## src/rtl/uart_tx.sv

```systemverilog
// uart_tx: FIFO-buffered 8N1 UART transmitter, LSB first, idle-high line.
// Define UART_TX_PARITY_EN to append an even parity bit (8E1 framing).
module uart_tx #(
    parameter int CLKS_PER_BIT = 5208,
    parameter int FIFO_DEPTH   = 4
) (
    input  logic       clk,
    input  logic       rst,
    input  logic       tx_req,
    input  logic [7:0] tx_data,
    output logic       tx,
    output logic       tx_busy,
    output logic       fifo_full,
    output logic       overflow,
    output logic       tx_done
);
    localparam int CW = $clog2(CLKS_PER_BIT);
    localparam int AW = $clog2(FIFO_DEPTH);

    typedef enum logic [2:0] {
        IDLE, START, DATA, STOP
`ifdef UART_TX_PARITY_EN
        , PARITY
`endif
    } state_t;

    state_t        state, state_n;
    logic [CW-1:0] cnt, cnt_n;
    logic [2:0]    bit_idx, bit_idx_n;
    logic [7:0]    shift, shift_n;
    logic          tx_n, bit_end, pop, push, req_d;
    logic [7:0]    mem [FIFO_DEPTH];
    logic [AW-1:0] wr_ptr, rd_ptr;
    logic [AW:0]   count;
`ifdef UART_TX_PARITY_EN
    logic          par, par_n;
`endif

    assign bit_end   = cnt == CW'(CLKS_PER_BIT - 1);
    // fullness is judged on the pre-pop count, so a write racing a pop on a full FIFO is dropped
    assign push      = req_d && (count != (AW+1)'(FIFO_DEPTH));
    assign pop       = (count != '0) && (state == IDLE || (state == STOP && bit_end));
    assign fifo_full = count == (AW+1)'(FIFO_DEPTH);
    assign tx_busy   = (state != IDLE) || (count != '0);
    assign tx_done   = (state == STOP) && bit_end;

    always_comb begin
        state_n   = state;
        cnt_n     = bit_end ? '0 : cnt + 1'b1;
        bit_idx_n = bit_idx;
        shift_n   = shift;
        tx_n      = tx;
`ifdef UART_TX_PARITY_EN
        par_n     = par;
`endif
        case (state)
            IDLE: cnt_n = '0;
            START: if (bit_end) begin
                tx_n      = shift[0];
                bit_idx_n = '0;
                state_n   = DATA;
            end
            DATA: if (bit_end) begin
                if (bit_idx == 3'd7) begin
`ifdef UART_TX_PARITY_EN
                    tx_n    = par;
                    state_n = PARITY;
`else
                    tx_n    = 1'b1;
                    state_n = STOP;
`endif
                end else begin
                    shift_n   = shift >> 1;
                    tx_n      = shift[1];
                    bit_idx_n = bit_idx + 3'd1;
                end
            end
`ifdef UART_TX_PARITY_EN
            PARITY: if (bit_end) begin
                tx_n    = 1'b1;
                state_n = STOP;
            end
`endif
            STOP: if (bit_end) state_n = IDLE;
            default: state_n = IDLE;
        endcase
        // a pop from IDLE or the last stop cycle starts the next frame with no gap
        if (pop) begin
            shift_n = mem[rd_ptr];
            tx_n    = 1'b0;
            cnt_n   = '0;
            state_n = START;
`ifdef UART_TX_PARITY_EN
            par_n   = ^mem[rd_ptr];
`endif
        end
    end

    always_ff @(posedge clk) begin
        if (rst) begin
            state    <= IDLE;
            cnt      <= '0;
            bit_idx  <= '0;
            shift    <= '0;
            tx       <= 1'b1;
            req_d    <= 1'b0;
            wr_ptr   <= '0;
            rd_ptr   <= '0;
            count    <= '0;
            overflow <= 1'b0;
`ifdef UART_TX_PARITY_EN
            par      <= 1'b0;
`endif
        end else begin
            state    <= state_n;
            cnt      <= cnt_n;
            bit_idx  <= bit_idx_n;
            shift    <= shift_n;
            tx       <= tx_n;
            req_d    <= tx_req;
            overflow <= req_d && !push;
            if (push) wr_ptr <= wr_ptr + 1'b1;
            if (pop) rd_ptr <= rd_ptr + 1'b1;
            count    <= count + (AW+1)'(push) - (AW+1)'(pop);
`ifdef UART_TX_PARITY_EN
            par      <= par_n;
`endif
        end
    end

    always_ff @(posedge clk) begin
        if (push) mem[wr_ptr] <= tx_data;
    end
endmodule

```

## config.mk

```make
export PLATFORM = sky130hd
export DESIGN_NAME = uart_tx
export DESIGN_NICKNAME = d
export VERILOG_FILES = /design/src/rtl/uart_tx.sv
export SDC_FILE = /design/constraint.sdc
export NUM_CORES = 1
export LEC_CHECK = 0
export ABC_AREA = 1
export CORE_MARGIN = 3
export CORE_UTILIZATION = 45
export DETAILED_ROUTE_END_ITERATION = 10
export PLACE_DENSITY = 0.65
export SLEW_MARGIN = 20
export SYNTH_ARGS = -nofsm -noshare
export SYNTH_HDL_FRONTEND = slang
export SYNTH_SLANG_ARGS = --single-unit
```

## constraint.sdc

```tcl
create_clock -name clk -period 2 [get_ports clk]
set_input_delay 0.2 -clock clk [delete_from_list [all_inputs] [get_ports clk]]
set_output_delay 0.2 -clock clk [all_outputs]
set_load 0.005 [all_outputs]
```

# After elaboration in Yosys (flattened, before gate mapping)
# Memories as Yosys holds them, arrays and structs flattened. A register that Yosys moved wholly into a read port is not among the register bits.
# Index checks and enable logic that the tools add are counted.
# word_totals
ramBits	32
in_bits	11
output_inout_bits	5
mem_count	1
reg_bits	37
# op_classes
mux	22
n_bitwise	1
n_reduce_logical	21
addsub	6
eq_ne	18
# mem_list
memory	depth	width	read_ports	rd_clocked_by_memory_dff	write_ports	line_no	source
mem	4	8	1	1	1	32	logic [7:0] mem [FIFO_DEPTH];
# ops
operator	count
2-to-1 mux 8 bit	4
2-to-1 mux 3 bit	6
!= test 3 bit, second input constant	5
!= test 2 bit, second input constant	7
adder 13 x 1 -> 13 bit, second input constant	1
== test 13 bit, second input constant	1
one-hot mux 3 bit (4 select lines)	1
AND reduction 5 bit	2
nonzero test 3 bit	3
2-to-1 mux 1 bit	7
== test 3 x 2 -> 1 bit, second input constant	2
== test 3 bit, second input constant	2
one-hot mux 3 bit (2 select lines)	1
AND reduction 3 bit	2
nonzero test 2 bit	3
adder 2 x 1 -> 2 bit, second input constant	2
logical AND 1 bit	4
2-to-1 mux 2 bit	2
AND reduction 4 bit	1
OR reduction 4 bit	1
adder 3 x 1 -> 3 bit	1
adder 3 x 1 -> 3 bit, second input constant	1
== test 3 x 1 -> 1 bit, second input constant	1
logical NOT 3 bit	1
other kinds (6)	7

# Logic depth before layout (Yosys ltp)
# logic_depth
word_depth	6
ltp_mapped	14
depth_no_buf	13

# Least setup slack after synthesis
# No wires, ideal clock.
# synth_path
path_kind	flip-flop to flip-flop
startpoint	register cnt[0]
endpoint	register count[1]
stages_incl_launch_ff	15
path_buffers	1
arrival_ns	1.990
period_less_slack_ns	2.117
path_slack_ns	-0.117
path_cell_list	dfxtp_1 > ha_1 > nand2_1 > inv_1 > nand2_1 > nor2_2 > nand3_2 > nand2_4 > buf_4 > nand3_1 > o21ai_0 > ha_1 > fa_1 > inv_1 > nor2_1
# synth_via
elab_chain_cells	5
# synth_rtl
element	line_no	source
from (decl)	28	logic [CW-1:0] cnt, cnt_n;
from (signal assigned)	116	cnt <= cnt_n;
== test 13 bit	39	assign bit_end = cnt == CW'(CLKS_PER_BIT - 1);
logical AND 1 bit	42	assign pop = (count != '0) && (state == IDLE || (state == STOP && bit_end));
logical OR 1 bit	42	
logical AND 1 bit	42	
subtractor 3 x 1 -> 3 bit	124	count <= count + (AW+1)'(push) - (AW+1)'(pop);
to (signal assigned)	124	
to (decl)	34	logic [AW:0] count;
# No other way between the ends.
# A chain may end at the register's enable or synchronous reset.

# Worst setup path in the final report
# Ends and elaborated chain as after synthesis.

==> metrics.md <==
| Metric | Value |
|---|---|
| GRT overflow | `0` |
| Initial Util | `47.6%` |
| R2R setup slack | `a little under 0.09 ns` |
| Synth area leaders | `edfxtp_1 31%, dfxtp_1 25%, nor2_1 7.3%, ha_1 4.9%, inv_1 4.6%` |
| DP Wirelength | `a little under 4000 microns` |
| First-pass GRT wire length | `roughly 9600 microns` |
| DRC Markers | `0` |
| Wire per inst | `between 10 and 15 microns` |
| Slowest stage delay, CP | `~0.42 ns` |
| Vias in the first global route | `around 2,200` |
| Post-synth top flop | `dfxtp_1` |
| R2R cell count | `13` |
| Ports | `16` |
| Internal | `between 2 and 3 mW` |
| CP arrival | `2.14 ns` |
| Final Max Slew Viols | `0` |
| Hold endpoint | `req_d$_SDFF_PP0_` |
| Clock power share | `between 20% and 30%` |
| Die area | `between 0.007 and 0.008 sq mm` |
| Die Y | `between 80 and 90 microns` |
| Nets@finish | `about 390` |
| Fin Setup TNS | `0 ns` |
| Max-slew headroom | `a little under three quarters` |
| Layout fillers | `570` |
| Fin crit share | `between 90% and 100%` |
| Max Fclk | `about 520 MHz` |
| Clk buf depth | `2` |
| 1st-pass router iterations | `4` |
| Gate power share | `between 30% and 40%` |
| Num rows | `29` |
| Via Count | `~2,300` |
| Post-synthesis sequential area ratio | `a little under three fifths` |
| Worst setup margin | `0.0888 ns` |
| Placed Area | `0.00342 sq mm` |
| Final wirelength | `about 5500 microns` |
| Max Cap Viol | `0` |
| Yosys warnings | `0` |
| Switching Share | `a little over a third` |
| Placer Congestion | `between 0.7 and 0.8` |
| Lkg Pwr | `~1.4 nW` |
| Fin Hold WS | `0.372 ns` |
| Post-route antenna net violation count | `0` |
| Final setup violation count | `0` |
| Worst-path fanout max | `3` |
| Area leader, netlist | `edfxtp_1` |
| Layout cells sized above 1 | `between 10% and 20%` |
| CTS tree | `yes` |
| PortBufs | `15` |
| Total clock sinks | `70` |
| Clk_skew | `roughly 0.0044 ns` |
| VDD IR max | `0.708 mV` |
| PwrDens | `between 1000 and 1500 mW/mm^2` |
| Synth cell count leaders | `60 x nor2_1, 38 x dfxtp_1, 38 x inv_1` |
| Min Tclk post-route | `roughly 1.9 ns` |
| Worst-path cell chain | `ha_4 -> nand2_2 -> inv_2 -> nand2_2 -> nor2_4 -> nand3_4 -> nand2_4 -> nand3_4 -> o21ai_2 -> ha_2 -> fa_2 -> inv_1 -> nor2_1` |
| Synth Instances | `roughly 340` |
| Worst slack at placement | `-0.00119 ns` |
| Worst R2R End | `count[1]$_SDFF_PP0_` |
| Initial DRC count | `about 170` |
| Psw | `~1.6 mW` |
| Distinct cells, synth | `35` |
| Synth top area share | `between 30% and 40%` |
| Status | `completed` |
| Die width | `roughly 89 microns` |
| EDFF count, synth | `32` |
| Mapped Area | `just over 0.003 sq mm` |
| GRT Total Usage | `between 10% and 20%` |
| Reg power frac | `between 40% and 50%` |
| Critical path class | `reg -> reg` |
| Yosys reg bits | `70` |
| CP required | `2.23 ns` |
| Worst skew pair latency | `around 0.34 ns` |
| Hold path depth | `3` |
| CTS Hold Buffers Added | `0` |
| CTS HTree Levels | `3` |
| Startpoint types | `flip-flop` |
| Final instance area | `0.00367 sq mm` |
| Core box area | `0.00649 sq mm` |
| Synthesized net count | `359` |
| Mapped Avg Cell Area | `between 9 and 10 sq um` |
| Initial antenna violation count | `0` |
| Hold Path Class | `in -> reg` |
| Worst-margin pin slew | `around 0.43 ns` |
| Ys async rst share | `0%` |
| TritonCTS buffer count | `9` |
| Ant. Diodes | `0` |
| Clock Pin Slew Worst Setup and Hold Paths | `about 0.070 ns` |
| Clk root buf | `clkbuf_8` |
| Worst Hold Launch | `tx_req` |
| R2R Path Start | `cnt[0]$_SDFF_PP0_` |
| Most common cell in the netlist | `nor2_1` |
| Crit. End Element | `flip-flop` |
| Pin count of the biggest net entering global routing | `18` |
| Vias per inst | `around 5.0` |
| Final Hold Fails | `0` |
| Post-layout util | `~56%` |
| Synth-to-layout area growth | `18.5%` |
| Slowest cell on crit path | `fa_2` |
-- final cells by class --
type | instances | area [sq um] | share of cell area (%)
Clock inverter | 7 | 73.8 | 2.01
Clock buffer | 9 | 124 | 3.38
Inverter | 40 | 150 | 4.10
Timing Repair Buffer | 30 | 265 | 7.24
Tap cell | 77 | 96.3 | 2.63
Sequential cell | 70 | 1720 | 47.0
Multi-Input combinational cell | 218 | 1230 | 33.6
-- power groups by stage --
| stage | combinational [mW] | clock [mW] | sequential [mW] |
|---|---|---|---|
| after floorplan | 1.20 | 0 | 1.86 |
| after global placement | 1.54 | 0 | 1.88 |
| after detailed placement | 1.58 | 0 | 1.88 |
| after CTS | 1.59 | 1.14 | 1.85 |
| after global routing | 1.89 | 1.22 | 1.88 |
| final | 1.63 | 1.11 | 1.85 |
-- cell families after synthesis --
logic type | after synthesis | synth area share [%]
AOI/OAI and AO/OA | 57 | 9.95
DFF | 70 | 55.6
adders and majority gates | 13 | 5.50
buffers and inverters | 47 | 6.19
and+or+nand+nor | 145 | 21.9
xor gates and xnor gates | 3 | 0.849
-- critical path, delay by kind of cell (launching register included) --
kind / cells / cell delay [ns]
compound gates: 1 / 0.07
fa+ha+maj: 3 / 0.74
buf+inv: 2 / 0.11
flops: 1 / 0.36
simple gates: 7 / 0.52
-- metal layers --
metal	up-vias	GRT usage, %	wire length, microns
li1	1192	-	-
met1	1020	19.5	2620
met2	32	26.0	2640
met3	7	6.36	223
met4	0	3.57	57
met5	-	0	0
-- sequential cells by signal, indices dropped and copies added, names as in the netlist, 2 cells and up, named ones only --
name and flops:
state 2, mem 32, bit_idx 3, cnt 13
count 3, wr_ptr 2, shift 8, rd_ptr 2
-- worst max-delay path by stage --
stage,slack (ns),endpoint,cells past startpoint,from
6_report,0.09,count[1]$_SDFF_PP0_,13,cnt[0]$_SDFF_PP0_
5_1_grt,-0.01,flip-flop,12,cnt[0]$_SDFF_PP0_
4_1_cts,0.002,tx_done,8,cnt[0]$_SDFF_PP0_
3_5_place_dp,-0.001,count[1]$_SDFF_PP0_,13,cnt[0]$_SDFF_PP0_
3_3_place_gp,0.06,count[1]$_SDFF_PP0_,13,cnt[1]$_SDFF_PP0_
2_1_floorplan,-0.05,count[1]$_SDFF_PP0_,14,cnt[1]$_SDFF_PP0_
-- what timing repair did --
action | CTS | global route
pin swaps | 2 | 2
buffers inserted | 1 | 1
resized for setup | 0 | 7
setup endpoints to repair | 2 | 3
-- metrics by stage --
| stage | instances | total power, mW |
|---|---|---|
| 5_1_grt | 451 | 4.99 |
| 4_1_cts | 450 | 4.58 |
| 2_1_floorplan | 335 | 3.06 |
| 6_report | 451 | 4.59 |
| 3_5_place_dp | 433 | 3.46 |
| 3_3_place_gp | 433 | 3.42 |
-- cells in the final DEF (no fill, tap or decap), types with 6 or more instances in the layout --
cell type and n:
a21oi_1 17, nand3_1 16, nand3b_1 7, dfxtp_1 36, clkbuf_8 9, nand2_1 35, buf_4 15, nor3_1 6
clkdlybuf4s50_1 14, o21ai_0 25, edfxtp_1 32, nor2_1 60, o22ai_1 9, ha_1 10, inv_1 37
Note: power is estimated with default switching activity, not from simulation.
